<file path="config.mk">
export PLATFORM = sky130hd
export DESIGN_NAME = ps2_scancode_rx
export DESIGN_NICKNAME = d
export VERILOG_FILES = /design/src/rtl/ps2_pkg.sv /design/src/rtl/ps2_code_fifo.sv /design/src/rtl/ps2_scancode_rx.sv
export SDC_FILE = /design/constraint.sdc
export NUM_CORES = 1
export LEC_CHECK = 0
export CELL_PAD_IN_SITES_DETAIL_PLACEMENT = 2
export CELL_PAD_IN_SITES_GLOBAL_PLACEMENT = 2
export CORE_MARGIN = 5
export CORE_UTILIZATION = 40
export DETAILED_ROUTE_END_ITERATION = 8
export GPL_TIMING_DRIVEN = 0
export PLACE_DENSITY = 0.75
export SETUP_SLACK_MARGIN = 0.1
export SYNTH_ARGS = -nofsm -noshare
export SYNTH_HDL_FRONTEND = slang
export SYNTH_SLANG_ARGS = --single-unit
</file>
<file path="constraint.sdc">
create_clock -name clk -period 7 [get_ports clk]
set_input_delay 1.4 -clock clk [delete_from_list [all_inputs] [get_ports clk]]
set_output_delay 1.4 -clock clk [all_outputs]
set_load 0.1 [all_outputs]
</file>
<file path="src/rtl/ps2_pkg.sv">
// Shared types and constants for the PS/2 scancode receiver.
// The break/extended prefix decode is enabled by defining PS2_BREAK_DECODE_EN.
package ps2_pkg;

    typedef enum logic [1:0] {
        ST_IDLE   = 2'd0,
        ST_DATA   = 2'd1,
        ST_PARITY = 2'd2,
        ST_STOP   = 2'd3
    } ps2_state_e;

    localparam logic [7:0] PS2_EXT_PREFIX = 8'hE0;
    localparam logic [7:0] PS2_BRK_PREFIX = 8'hF0;

    typedef struct packed {
        logic       ext;
        logic       brk;
        logic [7:0] code;
    } ps2_code_t;

    // PS/2 uses odd parity: data bits plus parity bit must hold an odd number of ones.
    function automatic logic odd_parity_ok(input logic [7:0] data, input logic par);
        return ((^data) ^ par) == 1'b1;
    endfunction

endpackage

</file>
<file path="src/rtl/ps2_code_fifo.sv">
// First-word-fall-through FIFO holding received scancodes.
// Depth must be a power of two so the pointers wrap naturally.
module ps2_code_fifo #(
    parameter int DEPTH = 4,
    parameter int WIDTH = 8,
    localparam int AW = $clog2(DEPTH),
    localparam int CW = $clog2(DEPTH) + 1
) (
    input  logic             clk,
    input  logic             rst,
    input  logic             push,
    input  logic [WIDTH-1:0] push_data,
    input  logic             pop,
    output logic [WIDTH-1:0] head_data,
    output logic             valid,
    output logic             full,
    output logic [CW-1:0]    count
);

    logic [WIDTH-1:0] mem_r [DEPTH];
    logic [AW-1:0]    wr_ptr_r;
    logic [AW-1:0]    rd_ptr_r;
    logic [CW-1:0]    count_r;
    logic [CW-1:0]    count_nx_s;
    logic             valid_r;
    logic             full_r;
    logic             pop_ok_s;
    logic             push_ok_s;

    // A pop frees a slot in the same cycle, so a full FIFO still accepts a simultaneous push.
    assign pop_ok_s  = pop & valid_r;
    assign push_ok_s = push & (~full_r | pop_ok_s);

    // Next occupancy from the accepted push/pop pair.
    always_comb begin
        count_nx_s = count_r;
        case ({push_ok_s, pop_ok_s})
            2'b10:   count_nx_s = count_r + CW'(1);
            2'b01:   count_nx_s = count_r - CW'(1);
            default: count_nx_s = count_r;
        endcase
    end

    // Storage, pointers and registered status flags.
    always_ff @(posedge clk or posedge rst) begin
        if (rst) begin
            for (int i = 0; i < DEPTH; i++) begin
                mem_r[i] <= '0;
            end
            wr_ptr_r <= '0;
            rd_ptr_r <= '0;
            count_r  <= '0;
            valid_r  <= 1'b0;
            full_r   <= 1'b0;
        end else begin
            if (push_ok_s) begin
                mem_r[wr_ptr_r] <= push_data;
                wr_ptr_r        <= wr_ptr_r + AW'(1);
            end
            if (pop_ok_s) begin
                rd_ptr_r <= rd_ptr_r + AW'(1);
            end
            count_r <= count_nx_s;
            valid_r <= (count_nx_s != CW'(0));
            full_r  <= (count_nx_s == CW'(DEPTH));
        end
    end

    assign head_data = mem_r[rd_ptr_r];
    assign valid     = valid_r;
    assign full      = full_r;
    assign count     = count_r;

endmodule

</file>
<file path="src/rtl/ps2_scancode_rx.sv">
// PS/2 device-to-host receiver: input synchronisers, 11-bit frame FSM with
// start/parity/stop checking, inter-edge timeout and a scancode FIFO.
// Defining PS2_BREAK_DECODE_EN folds E0/F0 prefixes into flags on the next code.
module ps2_scancode_rx
    import ps2_pkg::*;
#(
    parameter int SYNC_STAGES    = 3,
    parameter int FIFO_DEPTH     = 4,
    parameter int TIMEOUT_CYCLES = 20000
) (
    input  logic                         clk,
    input  logic                         rst,
    input  logic                         ps2_clk,
    input  logic                         ps2_data,
    output logic [7:0]                   code_data,
    output logic                         code_ext,
    output logic                         code_brk,
    output logic                         code_valid,
    input  logic                         code_ready,
    output logic [$clog2(FIFO_DEPTH):0]  fifo_count,
    output logic                         busy,
    output logic                         err_parity,
    output logic                         err_frame,
    output logic                         err_timeout,
    output logic                         overflow
);

    localparam int TMO_W = $clog2(TIMEOUT_CYCLES);
    localparam logic [TMO_W-1:0] TMO_LAST = TMO_W'(TIMEOUT_CYCLES - 1);
`ifdef PS2_BREAK_DECODE_EN
    localparam int ENTRY_W = 10;
`else
    localparam int ENTRY_W = 8;
`endif

    logic [SYNC_STAGES-1:0] clk_sync_r;
    logic [SYNC_STAGES-1:0] data_sync_r;
    logic                   clk_prev_r;
    logic                   fall_edge_s;
    logic                   d_s;

    ps2_state_e             state_r;
    ps2_state_e             state_nx_s;
    logic [7:0]             sr_r;
    logic [2:0]             bit_cnt_r;
    logic                   par_ok_r;
    logic [TMO_W-1:0]       tmo_cnt_r;
    logic                   tmo_hit_s;

    logic                   good_s;
    logic                   par_err_s;
    logic                   frm_err_s;
    logic                   push_s;
    logic                   ovf_s;
    logic [ENTRY_W-1:0]     entry_s;

    logic [ENTRY_W-1:0]     fifo_head_s;
    logic                   fifo_valid_s;
    logic                   fifo_full_s;

    logic                   busy_r;
    logic                   err_parity_r;
    logic                   err_frame_r;
    logic                   err_timeout_r;
    logic                   overflow_r;

    // Input synchronisers; idle PS/2 bus level is high.
    always_ff @(posedge clk or posedge rst) begin
        if (rst) begin
            clk_sync_r  <= '1;
            data_sync_r <= '1;
            clk_prev_r  <= 1'b1;
        end else begin
            clk_sync_r  <= {clk_sync_r[SYNC_STAGES-2:0], ps2_clk};
            data_sync_r <= {data_sync_r[SYNC_STAGES-2:0], ps2_data};
            clk_prev_r  <= clk_sync_r[SYNC_STAGES-1];
        end
    end

    assign fall_edge_s = clk_prev_r & ~clk_sync_r[SYNC_STAGES-1];
    assign d_s         = data_sync_r[SYNC_STAGES-1];
    // A falling edge in the same cycle restarts the window, so it wins over the timeout.
    assign tmo_hit_s   = ~fall_edge_s & (state_r != ST_IDLE) & (tmo_cnt_r == TMO_LAST);

    // Frame FSM state register.
    always_ff @(posedge clk or posedge rst) begin
        if (rst) begin
            state_r <= ST_IDLE;
        end else begin
            state_r <= state_nx_s;
        end
    end

    // Frame FSM next state: advances only on PS/2 falling edges, or drops to IDLE on timeout.
    always_comb begin
        state_nx_s = state_r;
        if (fall_edge_s) begin
            case (state_r)
                ST_IDLE: begin
                    if (!d_s) begin
                        state_nx_s = ST_DATA;
                    end else begin
                        state_nx_s = ST_IDLE;
                    end
                end
                ST_DATA: begin
                    if (bit_cnt_r == 3'd7) begin
                        state_nx_s = ST_PARITY;
                    end else begin
                        state_nx_s = ST_DATA;
                    end
                end
                ST_PARITY: state_nx_s = ST_STOP;
                ST_STOP:   state_nx_s = ST_IDLE;
                default:   state_nx_s = ST_IDLE;
            endcase
        end else if (tmo_hit_s) begin
            state_nx_s = ST_IDLE;
        end else begin
            state_nx_s = state_r;
        end
    end

    // Frame FSM outputs: classify the stop/start bit outcome on the falling edge.
    always_comb begin
        good_s    = 1'b0;
        par_err_s = 1'b0;
        frm_err_s = 1'b0;
        if (fall_edge_s) begin
            case (state_r)
                ST_IDLE: begin
                    frm_err_s = d_s;
                end
                ST_STOP: begin
                    par_err_s = ~par_ok_r;
                    frm_err_s = par_ok_r & ~d_s;
                    good_s    = par_ok_r & d_s;
                end
                default: begin
                    good_s = 1'b0;
                end
            endcase
        end else begin
            good_s = 1'b0;
        end
    end

    // Shift register, bit counter and latched parity result.
    always_ff @(posedge clk or posedge rst) begin
        if (rst) begin
            sr_r      <= 8'h00;
            bit_cnt_r <= 3'd0;
            par_ok_r  <= 1'b0;
        end else if (fall_edge_s) begin
            case (state_r)
                ST_IDLE: begin
                    bit_cnt_r <= 3'd0;
                end
                ST_DATA: begin
                    sr_r      <= {d_s, sr_r[7:1]};
                    bit_cnt_r <= bit_cnt_r + 3'd1;
                end
                ST_PARITY: begin
                    par_ok_r <= odd_parity_ok(sr_r, d_s);
                end
                default: begin
                    par_ok_r <= par_ok_r;
                end
            endcase
        end else if (tmo_hit_s) begin
            bit_cnt_r <= 3'd0;
        end
    end

    // Inter-edge timeout counter; only runs while a frame is in progress.
    always_ff @(posedge clk or posedge rst) begin
        if (rst) begin
            tmo_cnt_r <= '0;
        end else if (fall_edge_s || (state_r == ST_IDLE) || tmo_hit_s) begin
            tmo_cnt_r <= '0;
        end else begin
            tmo_cnt_r <= tmo_cnt_r + TMO_W'(1);
        end
    end

`ifdef PS2_BREAK_DECODE_EN
    logic is_ext_s;
    logic is_brk_s;
    logic ext_pend_r;
    logic brk_pend_r;

    // Prefix bytes only arm a flag; the following real code carries both flags into the FIFO.
    always_comb begin
        is_ext_s = good_s & (sr_r == PS2_EXT_PREFIX);
        is_brk_s = good_s & (sr_r == PS2_BRK_PREFIX);
        push_s   = good_s & ~is_ext_s & ~is_brk_s;
        entry_s  = {ext_pend_r, brk_pend_r, sr_r};
    end

    // Pending prefix flags; cleared by any error, timeout or any push attempt (incl. dropped).
    always_ff @(posedge clk or posedge rst) begin
        if (rst) begin
            ext_pend_r <= 1'b0;
            brk_pend_r <= 1'b0;
        end else if (par_err_s || frm_err_s || tmo_hit_s || push_s) begin
            ext_pend_r <= 1'b0;
            brk_pend_r <= 1'b0;
        end else if (is_ext_s) begin
            ext_pend_r <= 1'b1;
        end else if (is_brk_s) begin
            brk_pend_r <= 1'b1;
        end
    end
`else
    // Every good byte goes straight into the FIFO.
    always_comb begin
        push_s  = good_s;
        entry_s = sr_r;
    end
`endif

    assign ovf_s = push_s & fifo_full_s & ~(fifo_valid_s & code_ready);

    ps2_code_fifo #(
        .DEPTH (FIFO_DEPTH),
        .WIDTH (ENTRY_W)
    ) u_fifo (
        .clk       (clk),
        .rst       (rst),
        .push      (push_s),
        .push_data (entry_s),
        .pop       (code_ready),
        .head_data (fifo_head_s),
        .valid     (fifo_valid_s),
        .full      (fifo_full_s),
        .count     (fifo_count)
    );

    // Registered status and one-cycle error pulses.
    always_ff @(posedge clk or posedge rst) begin
        if (rst) begin
            busy_r        <= 1'b0;
            err_parity_r  <= 1'b0;
            err_frame_r   <= 1'b0;
            err_timeout_r <= 1'b0;
            overflow_r    <= 1'b0;
        end else begin
            busy_r        <= (state_nx_s != ST_IDLE);
            err_parity_r  <= par_err_s;
            err_frame_r   <= frm_err_s;
            err_timeout_r <= tmo_hit_s;
            overflow_r    <= ovf_s;
        end
    end

    assign code_valid  = fifo_valid_s;
    assign busy        = busy_r;
    assign err_parity  = err_parity_r;
    assign err_frame   = err_frame_r;
    assign err_timeout = err_timeout_r;
    assign overflow    = overflow_r;

`ifdef PS2_BREAK_DECODE_EN
    ps2_code_t head_s;
    assign head_s    = ps2_code_t'(fifo_head_s);
    assign code_data = head_s.code;
    assign code_ext  = head_s.ext;
    assign code_brk  = head_s.brk;
`else
    assign code_data = fifo_head_s;
    assign code_ext  = 1'b0;
    assign code_brk  = 1'b0;
`endif

endmodule

</file>
Yosys cells after proc, flatten, opt, wreduce, memory -nomap -nowiden --
Cells that the tools add are included.
Storage, ports and cells: output and inout bits 19, flip-flop bits (word level) 82, logic and storage cells 93, input bits 5
Operators by class: bitwise logic cells 19, order comparisons 3, reduce and logical (&&, ||, !) cells 12, add/subtract/negate cells 6, multiplexer cells 22, equal/unequal tests 9
Operators by type and width (number):
- $bwmux W32 | 1
- $mux W8 | 3
- $bmux W8 S2 | 1
- $demux W8 S2 | 1
- $add A15 B1 Y15 const B | 1
- $eq A15 B15 Y1 const B | 1
- $mux W15 | 1
- $pmux W3 S2 | 2
- $and A1 B1 Y1 | 9
- $pmux W2 S4 | 1
- $reduce_xor A8 Y1 | 1
- $add A3 B1 Y3 const B | 2
- $eq A2 B2 Y1 const B | 3
- $eq A3 B3 Y1 const B | 2
- $ge A3 B3 Y1 const B | 2
- $mux W1 | 6
- $mux W2 | 3
- $mux W3 | 2
- $not A1 Y1 | 6
- $not A2 Y3 | 2
- $reduce_and A2 Y1 | 3
- $reduce_bool A2 Y1 | 3
- $add A2 B1 Y2 const B | 2
- $eq A2 B1 Y1 const B | 2
- 10 further kinds | 11

Logic depth before layout (Yosys ltp) --
depth in word-level cells 8, gate-level depth with buffers 10, gate-level depth less buffers 10

By module --
Synthesis repeated with hierarchy kept, for this count alone.
Unflattened totals: cells, all modules 282, area total of the unflattened synthesis 3764.9 µm²
Modules (own cells, without submodules):
- ps2_code_fifo | seq. area each 1026.0 µm², area each 1909.3 µm², instances 1, cells each 120
- ps2_scancode_rx | seq. area each 1034.7 µm², area each 1855.5 µm², instances 1, cells each 162

Worst setup path before layout --
Ideal clock, no wire load.
kind input port to flip-flop, start input port code_ready, end register u_fifo.valid_r, in the netlist u_fifo.valid, path buffers 0, stages on the path 9, data arrival time 3344 ps, library setup time 131 ps, setup slack 3525 ps, data required time 6869 ps, cells stage by stage nand2_1 > a2111oi_4 > inv_1 > ha_1 > fa_1 > xnor2_1 > nor2_1 > xnor2_1 > nand2_1
On the way: word-level cells in the longest chain between the ends 6, elaborated cells between the ends (all ways) 7, classes of those cells eq/ne (2); mux (1); bitwise (3); reduce/logical (1)
RTL lines:
- from (decl) | line ps2_scancode_rx.sv:19 | input logic code_ready,
- $and A1 B1 Y1 (*) | line ps2_code_fifo.sv:31 | assign pop_ok_s = pop & valid_r;
- $or A1 B1 Y1 | line ps2_code_fifo.sv:32 | assign push_ok_s = push & (~full_r | pop_ok_s);
- $and A1 B1 Y1 | line ps2_code_fifo.sv:32
- $eq A2 B1 Y1 or $eq A2 B2 Y1 (tied branches) | line ps2_code_fifo.sv:37 | case ({push_ok_s, pop_ok_s})
- $pmux W3 S2 (*) | line ps2_code_fifo.sv:37
- $reduce_bool A3 Y1 (*) | line ps2_code_fifo.sv:64 | valid_r <= (count_nx_s != CW'(0));
- to (signal assigned) | line ps2_code_fifo.sv:64
- to (decl) | line ps2_code_fifo.sv:25 | logic valid_r;
Mark *: on every way between the ends. The rest lies on a longest branch, timed or not. A chain may end at the register's enable or synchronous reset.

Worst setup path in the final report --
start register u_fifo.rd_ptr_r[1], end output port code_data[0]
On the way: word-level cells in the longest chain between the ends 4
RTL lines:
- from (decl) | line ps2_code_fifo.sv:22 | logic [AW-1:0] rd_ptr_r;
- from (signal assigned) | line ps2_code_fifo.sv:61 | rd_ptr_r <= rd_ptr_r + AW'(1);
- $not A2 Y3 (implied by the code) | line ps2_code_fifo.sv:69 | assign head_data = mem_r[rd_ptr_r];
- $bmux W8 S2 | line ps2_code_fifo.sv:69
- $mux W8 (implied by the code) (2 in series) | line ps2_code_fifo.sv:69
- to (decl) | line ps2_scancode_rx.sv:15 | output logic [7:0] code_data,
No other way between the ends. The select of a mux whose other input is x is not followed.

==> flow_summary_export.csv <==
group,metric,value,unit
sta,period_needed,4.31,ns
logic_synthesis,yosys.area_share.simple,0.0963,
clocking,post_cts_buffers,0,
clocking,ctsLongestPathBuffers,2,
setup_path,cp.required,5.60,ns
place,portBuffers,21,
power_and_ir_drop,power_density,327,mW/mm2
cells_and_area,fillers,893,
power_and_ir_drop,power.total,1.41,mW
sta,final_max_slew_viol_count,0,
die,std_cell_rows,35,
power_and_ir_drop,p_leak,1.98,nW
outcome,run_status,"finished, final reports clean",
setup_path,cp.buffers_inverters,2,
logic_synthesis,synth_xor_area_frac,0.0635,
clocking,tritoncts,"yes",
route,vias,2234,
sta,skew,0.0142,ns
clocking,root_buffer,"clkbuf_8",
power_and_ir_drop,irDropWorstVdd,0.000164,V
logic_synthesis,syn_inst,278,
route,drt-total-wl,7860,um
place,dp_hpwl,5270,um
die,fp.dieW,106,um
sta,hold_viol,0,
logic_synthesis,synth.yosys.seq_area_share,0.563,
route,drt-initial-drc-count,38,
setup_path,cpPeakStageDelay,0.98,ns
place,gp_congestion,0.709,
setup_path,arrival,2.91,ns
logic_synthesis,synthArstFlopShare,1.00,
setup_path,crit_fanout,9,
grt,grt-ovfl-total,0,
clocking,htree_levels,3,
sta,relSlewSlack,0.339,
grt,first_global_vias,2601,
logic_synthesis,ys_ff_latch,82,
grt,grt_max_degree,60,
die,initial_core_util,0.404,
cells_and_area,antennaDiodeCount,0,
logic_synthesis,syn_area,0.00366,mm2
logic_synthesis,synth_compound_area_frac,0.0345,
die,die_area,0.0112,mm2
route,drc_errors,0,
cells_and_area,fin_nets,330,
grt,grt_pass1_wl,13600,um
logic_synthesis,ys_types,38,
setup_path,crit_chain,"clkbuf_1, mux4_2, clkdlybuf4s50_1",
setup_path,crit_path_start_kind,"register",
clocking,cts.sinks,82,
clocking,cts_inserted_buffers,9,
sta,fin_tns_setup,0,ns
logic_synthesis,synth-warning-count,0,
cells_and_area,drive_gt1_frac,0.249,
die,io_pins,24,
route,viasPerCell,5.22,
route,wl_per_cell,18.4,um
logic_synthesis,synthMuxAreaShare,0.172,
clocking,cts.clk_slew.worst_paths,0.09,ns
sta,clock.fmax,232,MHz
clocking,worst_skew_pair.late_latency,0.36,ns
die,die_h,106,um
logic_synthesis,synth_flop_cell,"dfrtp_1",
grt,grt_use_total,0.156,
sta,tightest_slew,0.988,ns
setup_path,path_delay_family,"buffers and inverters",
logic_synthesis,syn_avg_cell_area,13.2,um2
grt,antenna_found_initial,0,
logic_synthesis,synth_top_family_by_area,"multiplexers",
cells_and_area,area.growth.synth_to_final,17.7,%
job,max_cap_violations,0,
route,detail-route-antenna-nets,0,
setup_path,r2r_slack,4.02,ns
sta,setup_viol,0,
hold_path,hold_path_class,"register to register",
logic_synthesis,synth-edff-count,0,
sta,period_share,0.616,
setup_path,crit_type,"register to output port",
clocking,cts-resized-gates,0,
setup_path,endpoint_kind,"output port",
clocking,ctsHoldBuffers,0,
sta,grt_setup_unrepaired,"false",
setup_path,crit_slowest_cell,"clkdlybuf4s50_1",
logic_synthesis,synth_fa_ha_area_frac,0.0464,
die,coreArea,0.00906,mm2
route,dr.pass1.iters,4,
==> power by group <==
part | internal (mW) | switching [mW]
clock network | 0.275 | 0.179
registers | 0.525 | 0.0610
logic | 0.144 | 0.226
total | 0.943 | 0.466
==> state kept, by name, indices dropped and copies added (netlist names), 2 cells and up <==
name	count
u_fifo.mem_r	32
tmo_cnt_r	15
entry_s	8
data_sync_r	3
bit_cnt_r	3
u_fifo.rd_ptr_r	2
state_r	2
u_fifo.wr_ptr_r	2
u_fifo.count	3
clk_sync_r	3
==> metrics by stage <==
step | area (um2) | hold slack [ns] | std cells | setup WS (ns) | util
floorplan | 3670 | 0.345 | 279 | 3.50 | -
global placement | 4020 | 0.345 | 411 | 2.08 | 0.443
detailed placement | 4050 | 0.348 | 412 | 2.75 | 0.446
CTS | 4310 | 0.363 | 428 | 2.63 | 0.476
global route | 4310 | 0.368 | 428 | 2.52 | 0.476
finish | 4310 | 0.362 | 428 | 2.69 | 0.476
==> Yosys cell counts, types with 3 or more instances <==
cell	n	area share
nand2_2	4	0.0068
a21oi_1	3	0.0041
o21ai_0	7	0.0096
and3_1	5	0.0085
mux2_2	39	0.12
nor3_1	3	0.0041
nand2_1	21	0.022
ha_1	12	0.041
clkbuf_1	8	0.0082
nand3_1	4	0.0055
nor2_1	15	0.015
xnor2_1	11	0.026
inv_1	11	0.011
mux4_2	8	0.049
o22ai_1	4	0.0068
xor2_1	13	0.031
dfstp_2	7	0.050
nand4_1	5	0.0085
dfrtp_1	75	0.51
==> cells by family after synthesis <==
logic type,Yosys count
AO/OA/AOI/OAI,18
buffers and inverters,21
adder cells (fa/ha/maj),13
multiplexers,48
XOR/XNOR,25
flip-flops,82
other,1
AND/OR/NAND/NOR,70
==> per-layer routing <==
layer | wire length (um) | track usage
met5 | 0 | 0
met1 | 3390 | 0.193
met2 | 4190 | 0.271
met4 | 116 | 0.0611
met3 | 162 | 0.0282
==> final timing paths <==
kind / end / cells past startpoint / start
max: code_data[0] / 3 / u_fifo.rd_ptr_r[1]$_DFFE_PP0P_
min: clk_sync_r[1]$_DFF_PP1_ / 0 / clk_sync_r[0]$_DFF_PP1_
max reg2reg: u_fifo.valid$_DFF_PP0_ / 10 / state_r[1]$_DFF_PP0_
min reg2reg: clk_sync_r[1]$_DFF_PP1_ / 0 / clk_sync_r[0]$_DFF_PP1_
max in group asynchronous: data_sync_r[2]$_DFF_PP1_ / 3 / rst
min in group asynchronous: u_fifo.mem_r[26]$_DFFE_PP0P_ / 2 / rst
==> placed cells by master, fill, tap and decap left out, types with 4 or more instances in the layout <==
cell type	n
nand2_2	4
nand2_1	21
clkdlybuf4s50_1	21
xor2_1	13
xnor2_1	11
bufinv_16	4
inv_1	10
dfrtp_1	75
ha_1	12
dfstp_2	7
clkbuf_8	9
nand3_1	4
o22ai_1	4
o21ai_0	7
and3_1	5
nand4_1	5
clkbuf_1	9
mux2_2	39
mux4_2	8
nor2_1	15
==> cell type report <==
cell class | instances | area [um2] | share of cell area
flip-flops and latches | 82 | 2060 | 0.478
clock buffers | 10 | 128 | 0.0296
well taps | 111 | 139 | 0.0322
inverters | 11 | 43.8 | 0.0102
multi-input cells | 176 | 1520 | 0.353
repair buffers | 22 | 238 | 0.0551
plain buffers | 10 | 45.0 | 0.0104
clock inverters | 6 | 138 | 0.0319
==> worst reg2reg max path, delay by kind of cell (launching register included) <==
kind | cells | cell delay [ns]
fa+ha+maj | 3 | 0.87
simple gates | 3 | 0.31
compound gates | 1 | 0.68
flops | 1 | 0.45
xor+xnor | 2 | 0.43
buf+inv | 1 | 0.11
Power figures use the tool's default switching activity.
